### src/rtl/alu_rs_if.sv
// Dispatch, CDB and ALU-issue signal bundle for the ALU reservation station.
// The slave side is the station itself; the master side is its environment.
interface alu_rs_if #(
  parameter int DATA_W = 32,
  parameter int ROB_W  = 4,
  parameter int OP_W   = 6
);
  logic              flush;
  logic              in_valid;
  logic [OP_W-1:0]   in_op;
  logic              in_qj_busy;
  logic [ROB_W-1:0]  in_qj;
  logic [DATA_W-1:0] in_vj;
  logic              in_qk_busy;
  logic [ROB_W-1:0]  in_qk;
  logic [DATA_W-1:0] in_vk;
  logic [ROB_W-1:0]  in_rob_tag;
  logic [DATA_W-1:0] in_pc;
  logic [DATA_W-1:0] in_imm;
  logic              full;
  logic              alu_cdb_v;
  logic [ROB_W-1:0]  alu_cdb_tag;
  logic [DATA_W-1:0] alu_cdb_data;
  logic              lsq_cdb_v;
  logic [ROB_W-1:0]  lsq_cdb_tag;
  logic [DATA_W-1:0] lsq_cdb_data;
  logic              alu_ena;
  logic [OP_W-1:0]   alu_op;
  logic [DATA_W-1:0] alu_a;
  logic [DATA_W-1:0] alu_b;
  logic [ROB_W-1:0]  alu_rob_tag;
  logic [DATA_W-1:0] alu_pc;
  logic [DATA_W-1:0] alu_imm;

  modport master (
    output flush, in_valid, in_op, in_qj_busy, in_qj, in_vj, in_qk_busy, in_qk, in_vk,
           in_rob_tag, in_pc, in_imm,
           alu_cdb_v, alu_cdb_tag, alu_cdb_data, lsq_cdb_v, lsq_cdb_tag, lsq_cdb_data,
    input  full, alu_ena, alu_op, alu_a, alu_b, alu_rob_tag, alu_pc, alu_imm
  );

  modport slave (
    input  flush, in_valid, in_op, in_qj_busy, in_qj, in_vj, in_qk_busy, in_qk, in_vk,
           in_rob_tag, in_pc, in_imm,
           alu_cdb_v, alu_cdb_tag, alu_cdb_data, lsq_cdb_v, lsq_cdb_tag, lsq_cdb_data,
    output full, alu_ena, alu_op, alu_a, alu_b, alu_rob_tag, alu_pc, alu_imm
  );
endinterface

### src/rtl/alu_rs.sv
// ALU reservation station: buffers dispatched ops, wakes operands from the ALU/LSQ
// result buses and issues the lowest-index ready entry to the ALU each cycle.
module alu_rs #(
  parameter int ENTRIES = 8,
  parameter int DATA_W  = 32,
  parameter int ROB_W   = 4,
  parameter int OP_W    = 6
) (
  input  logic     clk,
  input  logic     rst_n,
  alu_rs_if.slave  bus
);
  localparam int IDX_W = $clog2(ENTRIES);
  localparam int CNT_W = $clog2(ENTRIES + 1);

  logic [ENTRIES-1:0] busy_reg;
  logic [ENTRIES-1:0] qj_busy_reg;
  logic [ENTRIES-1:0] qk_busy_reg;
  logic [OP_W-1:0]    op_reg      [ENTRIES];
  logic [ROB_W-1:0]   qj_reg      [ENTRIES];
  logic [ROB_W-1:0]   qk_reg      [ENTRIES];
  logic [ROB_W-1:0]   rob_tag_reg [ENTRIES];
  logic [DATA_W-1:0]  vj_reg      [ENTRIES];
  logic [DATA_W-1:0]  vk_reg      [ENTRIES];
  logic [DATA_W-1:0]  pc_reg      [ENTRIES];
  logic [DATA_W-1:0]  imm_reg     [ENTRIES];

  logic               alu_ena_reg;
  logic [OP_W-1:0]    alu_op_reg;
  logic [DATA_W-1:0]  alu_a_reg;
  logic [DATA_W-1:0]  alu_b_reg;
  logic [ROB_W-1:0]   alu_rob_tag_reg;
  logic [DATA_W-1:0]  alu_pc_reg;
  logic [DATA_W-1:0]  alu_imm_reg;

  logic [ENTRIES-1:0] ready;
  logic [ENTRIES-1:0] j_alu_hit, j_lsq_hit, k_alu_hit, k_lsq_hit;
  logic [CNT_W-1:0]   busy_cnt;
  logic               full;
  logic [IDX_W-1:0]   free_idx;
  logic [IDX_W-1:0]   sel_idx;
  logic               push_en;
  logic               issue_en;
  logic               push_qj_busy_next, push_qk_busy_next;
  logic [DATA_W-1:0]  push_vj_next, push_vk_next;

  // Per-entry wakeup matches against both result buses, plus readiness.
  generate
    for (genvar gi = 0; gi < ENTRIES; gi++) begin : g_entry
      assign j_alu_hit[gi] = qj_busy_reg[gi] && bus.alu_cdb_v && (qj_reg[gi] == bus.alu_cdb_tag);
      assign j_lsq_hit[gi] = qj_busy_reg[gi] && bus.lsq_cdb_v && (qj_reg[gi] == bus.lsq_cdb_tag);
      assign k_alu_hit[gi] = qk_busy_reg[gi] && bus.alu_cdb_v && (qk_reg[gi] == bus.alu_cdb_tag);
      assign k_lsq_hit[gi] = qk_busy_reg[gi] && bus.lsq_cdb_v && (qk_reg[gi] == bus.lsq_cdb_tag);
      assign ready[gi]     = busy_reg[gi] && !qj_busy_reg[gi] && !qk_busy_reg[gi];
    end
  endgenerate

  always_comb begin
    busy_cnt = '0;
    for (int i = 0; i < ENTRIES; i++) begin
      busy_cnt = busy_cnt + CNT_W'(busy_reg[i]);
    end
  end

  assign full = (busy_cnt == CNT_W'(ENTRIES));

  // Downward scans so the lowest matching index is the one left standing.
  always_comb begin
    free_idx = '0;
    sel_idx  = '0;
    for (int i = ENTRIES - 1; i >= 0; i--) begin
      if (!busy_reg[i]) free_idx = IDX_W'(i);
      if (ready[i])     sel_idx  = IDX_W'(i);
    end
  end

  assign push_en  = bus.in_valid && !full && !bus.flush;
  assign issue_en = (|ready) && !bus.flush;

  // Operands broadcast in the dispatch cycle are captured directly; ALU bus wins a tie.
  always_comb begin
    push_qj_busy_next = bus.in_qj_busy;
    push_vj_next      = bus.in_vj;
    if (bus.in_qj_busy && bus.alu_cdb_v && (bus.alu_cdb_tag == bus.in_qj)) begin
      push_qj_busy_next = 1'b0;
      push_vj_next      = bus.alu_cdb_data;
    end else if (bus.in_qj_busy && bus.lsq_cdb_v && (bus.lsq_cdb_tag == bus.in_qj)) begin
      push_qj_busy_next = 1'b0;
      push_vj_next      = bus.lsq_cdb_data;
    end
    push_qk_busy_next = bus.in_qk_busy;
    push_vk_next      = bus.in_vk;
    if (bus.in_qk_busy && bus.alu_cdb_v && (bus.alu_cdb_tag == bus.in_qk)) begin
      push_qk_busy_next = 1'b0;
      push_vk_next      = bus.alu_cdb_data;
    end else if (bus.in_qk_busy && bus.lsq_cdb_v && (bus.lsq_cdb_tag == bus.in_qk)) begin
      push_qk_busy_next = 1'b0;
      push_vk_next      = bus.lsq_cdb_data;
    end
  end

  always_ff @(posedge clk or negedge rst_n) begin
    if (!rst_n) begin
      busy_reg        <= '0;
      qj_busy_reg     <= '0;
      qk_busy_reg     <= '0;
      for (int i = 0; i < ENTRIES; i++) begin
        op_reg[i]      <= '0;
        qj_reg[i]      <= '0;
        qk_reg[i]      <= '0;
        rob_tag_reg[i] <= '0;
        vj_reg[i]      <= '0;
        vk_reg[i]      <= '0;
        pc_reg[i]      <= '0;
        imm_reg[i]     <= '0;
      end
      alu_ena_reg     <= 1'b0;
      alu_op_reg      <= '0;
      alu_a_reg       <= '0;
      alu_b_reg       <= '0;
      alu_rob_tag_reg <= '0;
      alu_pc_reg      <= '0;
      alu_imm_reg     <= '0;
    end else if (bus.flush) begin
      busy_reg    <= '0;
      alu_ena_reg <= 1'b0;
    end else begin
      for (int i = 0; i < ENTRIES; i++) begin
        if (j_alu_hit[i]) begin
          vj_reg[i]      <= bus.alu_cdb_data;
          qj_busy_reg[i] <= 1'b0;
        end else if (j_lsq_hit[i]) begin
          vj_reg[i]      <= bus.lsq_cdb_data;
          qj_busy_reg[i] <= 1'b0;
        end
        if (k_alu_hit[i]) begin
          vk_reg[i]      <= bus.alu_cdb_data;
          qk_busy_reg[i] <= 1'b0;
        end else if (k_lsq_hit[i]) begin
          vk_reg[i]      <= bus.lsq_cdb_data;
          qk_busy_reg[i] <= 1'b0;
        end
      end
      alu_ena_reg <= issue_en;
      if (issue_en) begin
        busy_reg[sel_idx] <= 1'b0;
        alu_op_reg        <= op_reg[sel_idx];
        alu_a_reg         <= vj_reg[sel_idx];
        alu_b_reg         <= vk_reg[sel_idx];
        alu_rob_tag_reg   <= rob_tag_reg[sel_idx];
        alu_pc_reg        <= pc_reg[sel_idx];
        alu_imm_reg       <= imm_reg[sel_idx];
      end
      // Placed last so a fresh push overrides any stale wakeup on the free slot.
      if (push_en) begin
        busy_reg[free_idx]    <= 1'b1;
        op_reg[free_idx]      <= bus.in_op;
        qj_busy_reg[free_idx] <= push_qj_busy_next;
        qj_reg[free_idx]      <= bus.in_qj;
        vj_reg[free_idx]      <= push_vj_next;
        qk_busy_reg[free_idx] <= push_qk_busy_next;
        qk_reg[free_idx]      <= bus.in_qk;
        vk_reg[free_idx]      <= push_vk_next;
        rob_tag_reg[free_idx] <= bus.in_rob_tag;
        pc_reg[free_idx]      <= bus.in_pc;
        imm_reg[free_idx]     <= bus.in_imm;
      end
    end
  end

  assign bus.full        = full;
  assign bus.alu_ena     = alu_ena_reg;
  assign bus.alu_op      = alu_op_reg;
  assign bus.alu_a       = alu_a_reg;
  assign bus.alu_b       = alu_b_reg;
  assign bus.alu_rob_tag = alu_rob_tag_reg;
  assign bus.alu_pc      = alu_pc_reg;
  assign bus.alu_imm     = alu_imm_reg;
endmodule

### src/flat_wrapper.sv
// flat-port wrapper written by rule: the top's interface ports become plain ports
module alu_rs_flat 
#(
  parameter int ENTRIES = 8,
  parameter int DATA_W  = 32,
  parameter int ROB_W   = 4,
  parameter int OP_W    = 6
)
  (clk, rst_n, bus_flush, bus_in_valid, bus_in_op, bus_in_qj_busy, bus_in_qj, bus_in_vj, bus_in_qk_busy, bus_in_qk, bus_in_vk, bus_in_rob_tag, bus_in_pc, bus_in_imm, bus_alu_cdb_v, bus_alu_cdb_tag, bus_alu_cdb_data, bus_lsq_cdb_v, bus_lsq_cdb_tag, bus_lsq_cdb_data, bus_full, bus_alu_ena, bus_alu_op, bus_alu_a, bus_alu_b, bus_alu_rob_tag, bus_alu_pc, bus_alu_imm);
  alu_rs_if #(.DATA_W(DATA_W), .ROB_W(ROB_W), .OP_W(OP_W)) bus_i ();
  input  logic clk;
  input  logic rst_n;
  input wire logic [$bits(bus_i.flush)-1:0] bus_flush;
  input wire logic [$bits(bus_i.in_valid)-1:0] bus_in_valid;
  input wire logic [$bits(bus_i.in_op)-1:0] bus_in_op;
  input wire logic [$bits(bus_i.in_qj_busy)-1:0] bus_in_qj_busy;
  input wire logic [$bits(bus_i.in_qj)-1:0] bus_in_qj;
  input wire logic [$bits(bus_i.in_vj)-1:0] bus_in_vj;
  input wire logic [$bits(bus_i.in_qk_busy)-1:0] bus_in_qk_busy;
  input wire logic [$bits(bus_i.in_qk)-1:0] bus_in_qk;
  input wire logic [$bits(bus_i.in_vk)-1:0] bus_in_vk;
  input wire logic [$bits(bus_i.in_rob_tag)-1:0] bus_in_rob_tag;
  input wire logic [$bits(bus_i.in_pc)-1:0] bus_in_pc;
  input wire logic [$bits(bus_i.in_imm)-1:0] bus_in_imm;
  input wire logic [$bits(bus_i.alu_cdb_v)-1:0] bus_alu_cdb_v;
  input wire logic [$bits(bus_i.alu_cdb_tag)-1:0] bus_alu_cdb_tag;
  input wire logic [$bits(bus_i.alu_cdb_data)-1:0] bus_alu_cdb_data;
  input wire logic [$bits(bus_i.lsq_cdb_v)-1:0] bus_lsq_cdb_v;
  input wire logic [$bits(bus_i.lsq_cdb_tag)-1:0] bus_lsq_cdb_tag;
  input wire logic [$bits(bus_i.lsq_cdb_data)-1:0] bus_lsq_cdb_data;
  output wire logic [$bits(bus_i.full)-1:0] bus_full;
  output wire logic [$bits(bus_i.alu_ena)-1:0] bus_alu_ena;
  output wire logic [$bits(bus_i.alu_op)-1:0] bus_alu_op;
  output wire logic [$bits(bus_i.alu_a)-1:0] bus_alu_a;
  output wire logic [$bits(bus_i.alu_b)-1:0] bus_alu_b;
  output wire logic [$bits(bus_i.alu_rob_tag)-1:0] bus_alu_rob_tag;
  output wire logic [$bits(bus_i.alu_pc)-1:0] bus_alu_pc;
  output wire logic [$bits(bus_i.alu_imm)-1:0] bus_alu_imm;
  assign bus_i.flush = bus_flush;
  assign bus_i.in_valid = bus_in_valid;
  assign bus_i.in_op = bus_in_op;
  assign bus_i.in_qj_busy = bus_in_qj_busy;
  assign bus_i.in_qj = bus_in_qj;
  assign bus_i.in_vj = bus_in_vj;
  assign bus_i.in_qk_busy = bus_in_qk_busy;
  assign bus_i.in_qk = bus_in_qk;
  assign bus_i.in_vk = bus_in_vk;
  assign bus_i.in_rob_tag = bus_in_rob_tag;
  assign bus_i.in_pc = bus_in_pc;
  assign bus_i.in_imm = bus_in_imm;
  assign bus_i.alu_cdb_v = bus_alu_cdb_v;
  assign bus_i.alu_cdb_tag = bus_alu_cdb_tag;
  assign bus_i.alu_cdb_data = bus_alu_cdb_data;
  assign bus_i.lsq_cdb_v = bus_lsq_cdb_v;
  assign bus_i.lsq_cdb_tag = bus_lsq_cdb_tag;
  assign bus_i.lsq_cdb_data = bus_lsq_cdb_data;
  assign bus_full = bus_i.full;
  assign bus_alu_ena = bus_i.alu_ena;
  assign bus_alu_op = bus_i.alu_op;
  assign bus_alu_a = bus_i.alu_a;
  assign bus_alu_b = bus_i.alu_b;
  assign bus_alu_rob_tag = bus_i.alu_rob_tag;
  assign bus_alu_pc = bus_i.alu_pc;
  assign bus_alu_imm = bus_i.alu_imm;
  alu_rs #(.ENTRIES(ENTRIES), .DATA_W(DATA_W), .ROB_W(ROB_W), .OP_W(OP_W)) u_core (.clk(clk), .rst_n(rst_n), .bus(bus_i));
endmodule
### config.mk
export PLATFORM = sky130hd
export DESIGN_NAME = alu_rs_flat
export DESIGN_NICKNAME = d
export VERILOG_FILES = /design/src/rtl/alu_rs_if.sv /design/src/rtl/alu_rs.sv /design/src/flat_wrapper.sv
export SDC_FILE = /design/constraint.sdc
export NUM_CORES = 2
export LEC_CHECK = 0
export BUFFER_PORTS_ARGS = -buffer_cell sky130_fd_sc_hd__buf_2
export CAP_MARGIN = 20
export CORE_MARGIN = 2
export CORE_UTILIZATION = 59
export DETAILED_ROUTE_END_ITERATION = 8
export PLACE_DENSITY = 0.77
export SKIP_LAST_GASP = 1
export SYNTH_ARGS = -nofsm -noshare
export SYNTH_HDL_FRONTEND = slang
export SYNTH_SLANG_ARGS = --single-unit
### constraint.sdc
create_clock -name clk -period 13.17 [get_ports clk]
set_clock_uncertainty 0.1 [all_clocks]
set_input_delay 1.9755 -clock clk [delete_from_list [all_inputs] [get_ports clk]]
set_output_delay 1.9755 -clock clk [all_outputs]
set_load 0.1 [all_outputs]
==> results.cfg <==
[timing]
tns_ps = 0
fin_crit_ps = 6593
slew_violations = 0
slew_headroom = 0.1675
max_clock_freq_mhz = 151.7
hold_viol_final = 0
setup_viol = 0
worst_pin_slew_ps = 1249
rsz0062_at_grt = false
hold_ws_ps = 373.6
fin_ws_ps = 6577
fin_crit_sh = 0.5006

[finish]
regArea_um2 = 33310
fill_cells = 9691
drive_gt1_frac = 0.1679
final_core_util = 0.6494
nets = 7761
area_growth_pct = 9.263
multi_input_area_um2 = 37060

[floorplan]
row_count = 129
dieArea_um2 = 127400
die_y_um = 356.9
core_area_um2 = 123600
io_pins = 366
fp.dieW_um = 356.9
initial_utilization = 0.5944

[synth]
synth_area_um2 = 73480
ys_seq_area_frac = 0.4533
yosysUniqueCellTypes = 64
syn_avg_cell_area_um2 = 9.525
ys.flop_type = dfrtp_1
synth_top_cell_by_area = dfrtp_1
syn_nets = 7948
synth_area_leaders = dfrtp_1, mux2i_1, nand2_1, mux2_2, o221ai_1
synthArstFlopShare = 1.000
synth_seq_cells = 1331
synth_edf_count = 0
synth_most_common_cell = nand2_1
netlist_instances = 7715
ys_warn_count = 0
yosysTopAreaCellShare = 0.4533
synth_common_cells = nand2_1, dfrtp_1, mux2i_1

[placed_design]
place_ws_ps = 6844
dp_hpwl_mm = 137.8
gp_congestion = 0.8722
portBuffers = 365

[critical_path]
critPathLaunchType = flip-flop
reg2reg_setup_slack_ps = 6580
cp-end-kind = flip-flop
regToRegStartpoint = u_core.busy_reg[0]$_DFF_PN0_
cp.required_ps = 13750
arrival_ps = 7180
critPathMaxFanout = 59
crit_start = u_core.busy_reg[0]$_DFF_PN0_
setup.worst_path.class = flip-flop to flip-flop

[cts]
numCtsBuffers = 144
numClockSinks = 1331
cts.hold.buffers_added = 0
clockBufferDepth = 3
cts_tree = yes
cts_setup_buffers = 0
htreeDepth = 4
cts.clk_slew.worst_paths_ps = 60
clock_latency_ps = 830
cts_resized = 0
clockRootBuffer = clkbuf_16

[grt]
grt_util_all_layers = 0.4052
grt_pass1_vias = 65240
grt_pass1_wl_mm = 397.9
grt_max_degree = 226
overflow = 0
antenna_found_initial = 42

[run]
cap_violations = 0

[power]
powerDensity_nw_per_um2 = 178.5
p_seq_frac = 0.396
total_power_w = 0.01433
internal-power_w = 0.008681
cellLeakagePower_nw = 41.48
ir_drop_uv = 240.1
clkPwrFrac = 0.292
switching_share = 0.3942
p_comb_frac = 0.313
p_sw_w = 0.005650

[route]
viasPerCell = 7.108
first_pass_iters = 8
drcViolationCount = 0
wl_per_cell_um = 28.30
vias = 66100
routed_wl_mm = 263.1
first_iter_violations = 10340
drtAntennaViolNets = 0

[worst_hold_path]
min_from = u_core.pc_reg[140]$_DFFE_PN0P_
hold_class = flip-flop to flip-flop

[outcome]
status = completed
==> power groups by stage <==
stage / clock network (W) / registers, W / logic (W)
finish: 0.00418 / 0.00567 / 0.00448
floorplan: 0 / 0.00697 / 0.00200
detailed placement: 0 / 0.00568 / 0.00442
global route: 0.00436 / 0.00574 / 0.00477
CTS: 0.00419 / 0.00562 / 0.00445
global placement: 0 / 0.00564 / 0.00431
==> through the flow <==
stage               std cells  instance area, um2
floorplan                7715               73480
global placement         9016               75360
detailed placement       9016               75360
finish                   9299               80290
CTS                      9274               80150
global route             9296               80280
==> cell type report <==
cell class	count	area share
multi-input combinational	5526	0.4616
sequential	1331	0.4148
clock buffer	215	0.05245
timing repair buffer	477	0.03537
tap	1637	0.02551
clock inverter	43	0.007231
inverter	48	0.002306
antenna	22	0.0006857
==> path summary, 6_finish.rpt <==
| path | end | cells past startpoint |
|---|---|---|
| max | u_core.vj_reg[103]$_DFFE_PN0N_ | 17 |
| min | u_core.pc_reg[140]$_DFFE_PN0P_ | 2 |
| max reg2reg | u_core.vj_reg[103]$_DFFE_PN0N_ | 17 |
| min reg2reg | u_core.pc_reg[140]$_DFFE_PN0P_ | 2 |
| max in group asynchronous | u_core.vj_reg[22]$_DFFE_PN0N_ | 3 |
| min in group asynchronous | u_core.vj_reg[201]$_DFFE_PN0N_ | 1 |
==> placed cells by master, fill, tap and decap left out, types with 27 or more instances in the layout <==
master     count
mux2_2       469
nand2_1     1603
nor2_1       594
xor2_1        71
a221oi_1     178
o21ai_0      280
nand3_1       66
a211o_1       32
clkbuf_8      32
clkbuf_1      38
buf_4        102
a211oi_1      33
mux2i_1      631
xnor2_1       28
o32a_1        58
nor3_1        30
inv_1         46
o221ai_1     305
o31ai_1       27
clkbuf_16    145
a221o_1      228
a21oi_1      479
a22oi_1       81
o22ai_1       34
a22o_1        69
buf_2        363
mux2i_4       47
dfrtp_1     1331
==> routing by layer <==
metal  track usage  wire (um)
met1        0.5183      95190
met2        0.6096     115700
met3        0.1232      35110
met4        0.2372      16800
met5      0.006296        304
==> critical path, cell delays in order, from the launching register on <==
cell	delay (ps)
dfrtp_1	430
ha_1	300
inv_1	50
fa_1	500
fa_1	430
inv_1	80
fa_1	180
inv_1	60
fa_1	530
nand4bb_1	120
o21ai_1	230
or2_1	310
a211oi_2	160
nand2_4	640
buf_4	810
buf_4	920
nor2_1	140
a221o_1	310
==> logic make-up (layout without fill, tap and decap cells) <==
group | Yosys count | in the layout | share of synthesized area
buffers and inverters | 858 | 783 | 0.04730
AND/OR/NAND/NOR | 2389 | 2389 | 0.1266
AO/OA/AOI/OAI | 1875 | 1875 | 0.1856
adder cells (fa/ha/maj) | 7 | 7 | 0.001601
XOR/XNOR | 99 | 99 | 0.01180
flip-flops | 1331 | 1331 | 0.4533
other | 0 | 22 | 0
multiplexers | 1156 | 1156 | 0.1739
Note: power is estimated with default switching activity, not from simulation.
